**src/rtl/cam_fill_ctrl.sv**
```systemverilog
// cam_fill_ctrl: lookup/fill controller sitting in front of one CAM instance.
// Takes client tag requests and looks each tag up in the CAM. A miss is
// fetched from backing memory over a req/ack handshake and then written into
// a free entry, or into a round-robin victim once every entry is allocated.
// The response goes back to the client with a hit/miss flag.
// Optional build feature: define CAM_FILL_STATS_EN to add saturating
// hit/miss/eviction counters and a synchronous stats_clr input.
module cam_fill_ctrl #(
  parameter int WORDS     = 8,
  parameter int BITS      = 8,
  parameter int TAG_SZ    = 8,
  parameter int ADDR_LEFT = $clog2(WORDS) - 1
`ifdef CAM_FILL_STATS_EN
  ,
  parameter int CNT_W     = 16
`endif
) (
  input  logic                 clk,
  input  logic                 rst_,
  input  logic                 req_valid,
  input  logic [TAG_SZ-1:0]    req_tag,
  output logic                 req_ready,
  output logic                 resp_valid,
  output logic [BITS-1:0]      resp_data,
  output logic                 resp_hit,
  input  logic                 resp_ready,
  output logic [TAG_SZ-1:0]    cam_check_tag,
  input  logic                 cam_found_it,
  input  logic [BITS-1:0]      cam_data,
  output logic                 cam_write_,
  output logic [ADDR_LEFT:0]   cam_w_addr,
  output logic [TAG_SZ-1:0]    cam_new_tag,
  output logic [BITS-1:0]      cam_wdata,
  output logic                 cam_new_valid,
  output logic                 full,
  output logic                 mem_req,
  output logic [TAG_SZ-1:0]    mem_tag,
  input  logic                 mem_ack,
  input  logic [BITS-1:0]      mem_rdata
`ifdef CAM_FILL_STATS_EN
  ,
  input  logic                 stats_clr,
  output logic [CNT_W-1:0]     hit_cnt,
  output logic [CNT_W-1:0]     miss_cnt,
  output logic [CNT_W-1:0]     evict_cnt
`endif
);

  localparam int AW = ADDR_LEFT + 1;

  typedef enum logic [2:0] {
    IDLE   = 3'd0,
    LOOKUP = 3'd1,
    MREQ   = 3'd2,
    FILL   = 3'd3,
    RESP   = 3'd4
  } state_t;

  state_t            r_state;
  state_t            w_nextState;
  logic [TAG_SZ-1:0] r_tagQ;
  logic [BITS-1:0]   r_dataQ;
  logic              r_respHit;
  logic [WORDS-1:0]  r_alloc;
  logic [WORDS-1:0]  w_allocNext;
  logic [AW-1:0]     r_rrPtr;
  logic [AW-1:0]     r_victim;
  logic [AW-1:0]     w_victimSel;
  logic              r_evict;
  logic              r_full;
  logic              w_allocFull;

  assign w_allocFull   = &r_alloc;
  assign cam_check_tag = r_tagQ;
  assign full          = r_full;
  assign resp_hit      = r_respHit;

  // State register; reset aborts any transaction in flight, dropping mem_req and any pending write at once
  always_ff @(posedge clk or negedge rst_) begin
    if (!rst_) begin
      r_state <= IDLE;
    end else begin
      r_state <= w_nextState;
    end
  end

  // Next-state decode plus the handshake and CAM write-port outputs, all decoded from the current state
  always_comb begin
    w_nextState   = r_state;
    req_ready     = 1'b0;
    resp_valid    = 1'b0;
    resp_data     = '0;
    cam_write_    = 1'b1;
    cam_w_addr    = '0;
    cam_new_tag   = '0;
    cam_wdata     = '0;
    cam_new_valid = 1'b0;
    mem_req       = 1'b0;
    mem_tag       = '0;
    case (r_state)
      IDLE: begin
        req_ready = 1'b1;
        if (req_valid) begin
          w_nextState = LOOKUP;
        end
      end
      LOOKUP: begin
        if (cam_found_it) begin
          w_nextState = RESP;
        end else begin
          w_nextState = MREQ;
        end
      end
      MREQ: begin
        mem_req = 1'b1;
        mem_tag = r_tagQ;
        if (mem_ack) begin
          w_nextState = FILL;
        end
      end
      FILL: begin
        cam_write_    = 1'b0;
        cam_w_addr    = r_victim;
        cam_new_tag   = r_tagQ;
        cam_wdata     = r_dataQ;
        cam_new_valid = 1'b1;
        w_nextState   = RESP;
      end
      RESP: begin
        resp_valid = 1'b1;
        resp_data  = r_dataQ;
        if (resp_ready) begin
          w_nextState = IDLE;
        end
      end
      default: begin
        w_nextState = IDLE;
      end
    endcase
  end

  // Victim choice: lowest unallocated entry, falling back to the round-robin pointer when all are taken
  always_comb begin
    w_victimSel = r_rrPtr;
    for (int i = WORDS - 1; i >= 0; i--) begin
      if (!r_alloc[i]) begin
        w_victimSel = AW'(i);
      end
    end
  end

  // Allocation bitmap as it will look after this cycle; only a fill can set a bit
  always_comb begin
    w_allocNext = r_alloc;
    if (r_state == FILL) begin
      w_allocNext[r_victim] = 1'b1;
    end
  end

  // Transaction datapath: captured tag, response data, hit flag and the victim chosen when memory answers
  always_ff @(posedge clk or negedge rst_) begin
    if (!rst_) begin
      r_tagQ    <= '0;
      r_dataQ   <= '0;
      r_respHit <= 1'b0;
      r_victim  <= '0;
      r_evict   <= 1'b0;
    end else begin
      case (r_state)
        IDLE: begin
          if (req_valid) begin
            r_tagQ <= req_tag;
          end
        end
        LOOKUP: begin
          if (cam_found_it) begin
            r_dataQ   <= cam_data;
            r_respHit <= 1'b1;
          end
        end
        MREQ: begin
          if (mem_ack) begin
            r_dataQ  <= mem_rdata;
            r_victim <= w_victimSel;
            r_evict  <= w_allocFull;
          end
        end
        FILL: begin
          r_respHit <= 1'b0;
        end
        default: begin
          r_tagQ <= r_tagQ;
        end
      endcase
    end
  end

  // Allocation tracking, full flag and round-robin pointer; the pointer wraps explicitly so any WORDS works
  always_ff @(posedge clk or negedge rst_) begin
    if (!rst_) begin
      r_alloc <= '0;
      r_full  <= 1'b0;
      r_rrPtr <= '0;
    end else begin
      r_alloc <= w_allocNext;
      r_full  <= &w_allocNext;
      if ((r_state == FILL) && r_evict) begin
        if (r_rrPtr == AW'(WORDS - 1)) begin
          r_rrPtr <= '0;
        end else begin
          r_rrPtr <= r_rrPtr + 1'b1;
        end
      end
    end
  end

`ifdef CAM_FILL_STATS_EN
  logic [CNT_W-1:0] r_hitCnt;
  logic [CNT_W-1:0] r_missCnt;
  logic [CNT_W-1:0] r_evictCnt;

  assign hit_cnt   = r_hitCnt;
  assign miss_cnt  = r_missCnt;
  assign evict_cnt = r_evictCnt;

  // Saturating event counters; a clear in the same cycle as an event takes priority
  always_ff @(posedge clk or negedge rst_) begin
    if (!rst_) begin
      r_hitCnt   <= '0;
      r_missCnt  <= '0;
      r_evictCnt <= '0;
    end else if (stats_clr) begin
      r_hitCnt   <= '0;
      r_missCnt  <= '0;
      r_evictCnt <= '0;
    end else begin
      if ((r_state == LOOKUP) && cam_found_it && (r_hitCnt != '1)) begin
        r_hitCnt <= r_hitCnt + 1'b1;
      end
      if ((r_state == LOOKUP) && !cam_found_it && (r_missCnt != '1)) begin
        r_missCnt <= r_missCnt + 1'b1;
      end
      if ((r_state == FILL) && r_evict && (r_evictCnt != '1)) begin
        r_evictCnt <= r_evictCnt + 1'b1;
      end
    end
  end
`endif

endmodule

```
**config.mk**
```make
export PLATFORM = sky130hd
export DESIGN_NAME = cam_fill_ctrl
export DESIGN_NICKNAME = d
export VERILOG_FILES = /design/src/rtl/cam_fill_ctrl.sv
export SDC_FILE = /design/constraint.sdc
export NUM_CORES = 1
export LEC_CHECK = 0
export CAP_MARGIN = 30
export CORE_UTILIZATION = 43
export DETAILED_ROUTE_END_ITERATION = 10
export PLACE_DENSITY = 0.8
export SYNTH_ARGS = -nofsm -noshare
export SYNTH_HDL_FRONTEND = slang
export SYNTH_SLANG_ARGS = --single-unit
```
**constraint.sdc**
```tcl
create_clock -name clk -period 1.8 [get_ports clk]
set_clock_uncertainty 0.1 [all_clocks]
set_input_delay 0.27 -clock clk [delete_from_list [all_inputs] [get_ports clk]]
set_output_delay 0.27 -clock clk [all_outputs]
set_load 0.02 [all_outputs]
```
==> impl_metrics.yaml, run 1 <==
yosys:
  syn-cell-area_sq_mm: 0.00195
  synth_seq_cells: 36
  synthDistinctLibCells: 39
  synthArstFlopShare: 1.00
  synth_edf_count: 0
  ys_warn_count: 0
  synthFlopType: "dfrtp_1"
  syn_avg_cell_area_sq_um: 10.2
  syn_nets: 224
  synth_cells: 192
  ys_seq_area_frac: 0.462
pwr:
  combinationalPowerShare: 0.500
  swShare: 0.374
  peakVddDrop_mv: 0.782
  power_density_mw_per_mm2: 1330
  p_clk_frac: 0.172
  internal_power_mw: 2.55
  seqPwrFrac: 0.328
  power.leakage_nw: 1.45
  power_switching_mw: 1.53
  power_mw: 4.08
detailed_routing:
  vias: 1755
  dr.max_layer_used: "met4"
  route.met3.wl_microns: 319
  drtPass1Iterations: 4
  drt_wl_total_mm: 5.15
  dr_wl_met2_mm: 2.58
  drtIter0Drc: 73
  m1WireLength_mm: 2.22
  vias_per_cell: 5.03
  drc: 0
  ant_nets: 0
  detail_route.wl_per_cell_microns: 14.8
cts:
  tritoncts: "done"
  clk_path_buf_depth: 2
  cts_max_level: 2
  cts.sinks: 36
  cts_made_buffers: 5
  clk_latency_ps: 290
  clk_pin_slew_ps: 70
  root_buffer: "clkbuf_8"
finish:
  final_common_cell: "clkdlybuf4s50_1"
  design_area_sq_mm: 0.00307
  drive_above_1_share: 0.407
  antennaDiodeCount: 0
  nNetsFinal: 328
  layout_common_cells: "38 x clkdlybuf4s50_1, 35 x dfrtp_1, 33 x buf_4"
  syn_to_final_growth_pct: 57.1
placement:
  hpwl_mm: 3.85
  place_area_sq_mm: 0.00295
  port_buffers: 79
  place.gp.congestion: 0.789
sta:
  max_slew_margin: 0.699
  setup_viol: 7
  fin_ws_ps: -22.8
  hold_violations: 0
  tightest_slew_ps: 452
  rsz0062_at_grt: "true"
  finalSetupTns_ps: -120
  period_needed_ps: 1820
  report.final.slew_viol_count: 0
  fin_crit_sh: 1.01
  fmax_ghz: 0.549
global_routing:
  grt_pass1_vias: 1875
  grt_max_degree: 37
  grt.overflow.total: 0
  grt_usage: 0.221
  antenna_found_initial: 0
  grt_pass1_wl_mm: 8.57
setup_path:
  reg2reg_slack_ps: 80
  crit_fanout: 6
  worstSetupPathType: "flop to output pin"
  cp-start-kind: "flop"
  worstPathRequired_ps: 1430
  worstPathArrival_ps: 1450
  crit_path_end_kind: "output pin"
status:
  status: "complete, but fails checks"
  violations: "negative setup slack"
job:
  drv_cap: 0
hold_path:
  hp-class: "flop to flop"
die:
  design.core.area_sq_mm: 0.00435
  start_util: 0.448
  ios: 80
  die_h_microns: 69.4
  row_count: 24
  dieArea_sq_mm: 0.00481
  dieWidth_microns: 69.4
-- registers in the layout, indices dropped and copies added (netlist names), 3 cells and up --
| name | count |
|---|---|
| cam_check_tag | 8 |
| r_alloc | 8 |
| r_dataQ | 8 |
| r_rrPtr | 3 |
| r_state | 3 |
| r_victim | 3 |
-- cells by family after synthesis --
family,synth area share
mux,0.104
fa+ha+maj,0.0128
compound gates,0.132
buf+inv,0.0583
flops,0.462
simple gates,0.231
-- power by group through the flow --
stage / clock network, mW / logic, mW / registers, mW
final: 0.701 / 2.04 / 1.34
after global routing: 0.752 / 2.18 / 1.38
after CTS: 0.720 / 1.82 / 1.32
after detailed placement: 0 / 1.95 / 1.32
after global placement: 0 / 1.90 / 1.31
after floorplan: 0 / 0.975 / 1.36
-- area by class of cell --
| class | instances | area (sq um) |
|---|---|---|
| Fill cell | 329 | 1290 |
| Clock inverter | 3 | 42.5 |
| Sequential cell | 36 | 902 |
| Inverter | 10 | 37.5 |
| Clock buffer | 5 | 68.8 |
| Timing Repair Buffer | 109 | 957 |
| Tap cell | 52 | 65.1 |
| Multi-Input combinational cell | 134 | 992 |
-- routing by layer --
metal | global-route usage | vias to the layer above
met3 | 0.0596 | 4
li1 | - | 871
met2 | 0.382 | 56
met5 | 0 | -
met4 | 0.0816 | 0
met1 | 0.263 | 824
-- cells in the mapped netlist (all sizes together) (5+ instances only) --
cell type  count  share of area
dfrtp         36           0.46
and2          34           0.11
nor2          13          0.025
a21oi         10          0.028
buf           10          0.035
inv           10          0.019
mux2          10          0.058
mux2i          9          0.046
nand2          8          0.015
nor3           5          0.015
-- worst max-delay path, cell delays in order, from the launching register on --
cell and delay (ps):
dfrtp_2 450, and3b_2 240, buf_4 160, and2_1 160, buf_2 150
-- worst paths after layout --
check	startpoint	endpoint	cells after the start
worst min-delay path	r_evict	r_evict	2
min in group asynchronous	rst_	full	3
worst max register to register	r_state[0]	cam_check_tag[4]	4
worst min register to register	r_evict	r_evict	2
max in group asynchronous	rst_	r_state[0]	3
worst max-delay path	r_state[0]	cam_wdata[2]	4
-- timing repair --
| item | 4_1_cts | 5_1_grt |
|---|---|---|
| resized for setup | 169 | 55 |
| setup buffers | 0 | 1 |
| pin swaps | 0 | 4 |
| endpoints found under the setup margin | 48 | 39 |
| cloned | 0 | 1 |
| endpoints found under the hold margin | 36 | 0 |
| hold buffers | 1 | 0 |
-- per-stage QoR --
| step | worst slack, ps | util | instances | hold WS, ps |
|---|---|---|---|---|
| floorplan | 9.59 | - | 192 | -126 |
| global placement | -138 | 0.677 | 338 | 238 |
| detailed placement | -160 | 0.677 | 338 | 236 |
| CTS | -18.8 | 0.670 | 347 | 407 |
| global route | -78.7 | 0.704 | 349 | 429 |
| finish | -22.8 | 0.704 | 349 | 405 |
Power figures use the tool's default switching activity.
==> run 2: changes to the inputs <==
Settings changed: CORE_ASPECT_RATIO from default to 0.7, CORE_UTILIZATION 43 to 44, CTS_BUF_LIST from default to sky130_fd_sc_hd__clkbuf_8, PLACE_DENSITY 0.8 to 0.82, SLEW_MARGIN from default to 5.
==> run 2 against run 1 <==
The run still ends with negative setup slack left. Setup slack worse by 69 ps. Maximum frequency decreased by 3.6%. Clock-buffer cell count grew 2. Sequential share of layout area down 1.7 points. Combinational power is 15% higher. Final cell count did not move. Clock power rose by 12%. Sequential power hardly changed. Utilization increased by 9.0 points. Critical path type unchanged. Highest routed layer unchanged.
==> impl_metrics.yaml, run 2 (synthesis results as in run 1) <==
die:
  dieArea_sq_mm: 0.00471
  start_util: 0.477
  die_h_microns: 57.7
  dieWidth_microns: 81.6
  row_count: 19
  design.core.area_sq_mm: 0.00409
  ios: 80
setup_path:
  crit_path_end_kind: "output pin"
  worstPathRequired_ps: 1430
  r2r_end: "cam_check_tag[6]"
  cp.depth: 6
  r2r_start: "r_state[1]"
  critPathMostFrequentCell: "buf_6"
  crit_fanout: 5
  cpMaxStageDelayCell: "dfrtp_1"
  cpLargestDelayFamily: "buffers and inverters"
  worstSetupPathType: "flop to output pin"
  cp-endpoint: "resp_data[3]"
  cp_slowest_stage_delay_ps: 400
  rr_worst_depth: 5
  crit_path_cell_trace: "inv_2 > buf_6 > nor3_4 > buf_6 > and2_4 > buf_6"
  worstPathArrival_ps: 1520
  crit_buf_inv: 4
  cp-start-kind: "flop"
  crit_path_start: "r_state[2]"
  reg2reg_slack_ps: 100
global_routing:
  grt_usage: 0.262
  grt_pass1_vias: 1832
  grt_pass1_wl_mm: 9.13
  grt_max_degree: 37
  antenna_found_initial: 0
  grt.overflow.total: 0
cts:
  root_buffer: "clkbuf_8"
  cts_made_buffers: 5
  clk_pin_slew_ps: 70
  clk_path_buf_depth: 2
  cts_max_level: 2
  clk_latency_ps: 280
  tritoncts: "done"
  cts.sinks: 36
sta:
  max_slew_margin: 0.690
  fin_ws_ps: -91.8
  rsz0062_at_grt: "true"
  holdWs_ps: 316
  tightest_slew_ps: 465
  hold_violations: 0
  setup_viol: 10
  finalSetupTns_ps: -695
  period_needed_ps: 1890
  fin_crit_sh: 1.05
  report.final.slew_viol_count: 0
  fmax_ghz: 0.529
pwr:
  peakVddDrop_mv: 0.852
  power.leakage_nw: 1.50
  power_mw: 4.44
  power_density_mw_per_mm2: 1370
finish:
  nNetsFinal: 328
  layoutNonFillerInstCount: 349
  drive_above_1_share: 0.418
  antennaDiodeCount: 0
  layout_common_cells: "39 x buf_6, 39 x clkdlybuf4s50_1, 35 x dfrtp_1"
  syn_to_final_growth_pct: 66.4
detailed_routing:
  detail_route.wl_per_cell_microns: 16.6
  drtPass1Iterations: 4
  drc: 0
  vias_per_cell: 5.28
  vias: 1842
  drt_wl_total_mm: 5.78
  drtIter0Drc: 135
  ant_nets: 0
placement:
  hpwl_mm: 3.76
  place.gp.congestion: 0.825
  post-place-cells: 334
  port_buffers: 79
status:
  status: "complete, but fails checks"
  violations: "negative setup slack"
job:
  drv_cap: 0
hold_path:
  hp-class: "input port to asynchronous set/reset pin"
-- run 2: cell types whose count changed in the layout (fill, tap and decap cells not counted), sizes merged --
| cell | before | now |
|---|---|---|
| clkdlybuf4s15 | 1 | 0 |
| clkinv | 1 | 0 |
| clkinvlp | 1 | 0 |
| clkdlybuf4s50 | 38 | 39 |
| dlygate4sd3 | 1 | 0 |
| clkbuf | 6 | 8 |
| buf | 68 | 69 |
-- run 2: stage by stage --
| stage | utilization | instance area (sq um) | setup WS, ps |
|---|---|---|---|
| CTS | 0.744 | 3040 | -57.1 |
| finish | 0.794 | 3250 | -91.8 |
| global route | 0.794 | 3250 | -156 |
| floorplan | - | 1960 | 9.59 |
| global placement | 0.718 | 2930 | -182 |
| detailed placement | 0.718 | 2930 | -230 |
-- run 2: layout make-up --
type,count,area (sq um)
Clock buffer,7,96.3
Clock inverter,1,30.0
Fill cell,267,841
Inverter,10,37.5
Multi-Input combinational cell,134,1030
Sequential cell,36,902
Tap cell,52,65.1
Timing Repair Buffer,109,1090
-- run 2: metal layers --
metal,up-vias,track usage,part of all wire
li1,871,-,-
met1,889,0.343,0.42
met2,70,0.427,0.50
met3,12,0.0535,0.055
met4,0,0.103,0.018
met5,-,0,0
-- run 2: what timing repair did --
action	CTS	global route
hold buffers	0	0
hold endpoints to repair	0	0
pin swaps	10	7
resized for setup	197	70
buffers inserted	4	4
setup endpoints to repair	40	40
gates cloned	1	0
-- run 2: power breakdown --
part / internal [mW] / total, mW / leakage, nW / switching (mW)
clock: 0.489 / 0.785 / 0.0645 / 0.296
combinational: 1.25 / 2.35 / 0.988 / 1.10
sequential: 1.07 / 1.31 / 0.448 / 0.242
total: 2.81 / 4.44 / 1.50 / 1.63
-- run 2: worst min-delay path by stage --
stage / slack, ps / end / cells past startpoint
2_1_floorplan: -130 / cam_check_tag[0] / 0
3_3_place_gp: 360 / r_evict / 2
3_5_place_dp: 370 / r_evict / 2
4_1_cts: 330 / r_dataQ[5] / 2
5_1_grt: 360 / r_dataQ[5] / 2
6_report: 320 / r_dataQ[5] / 2
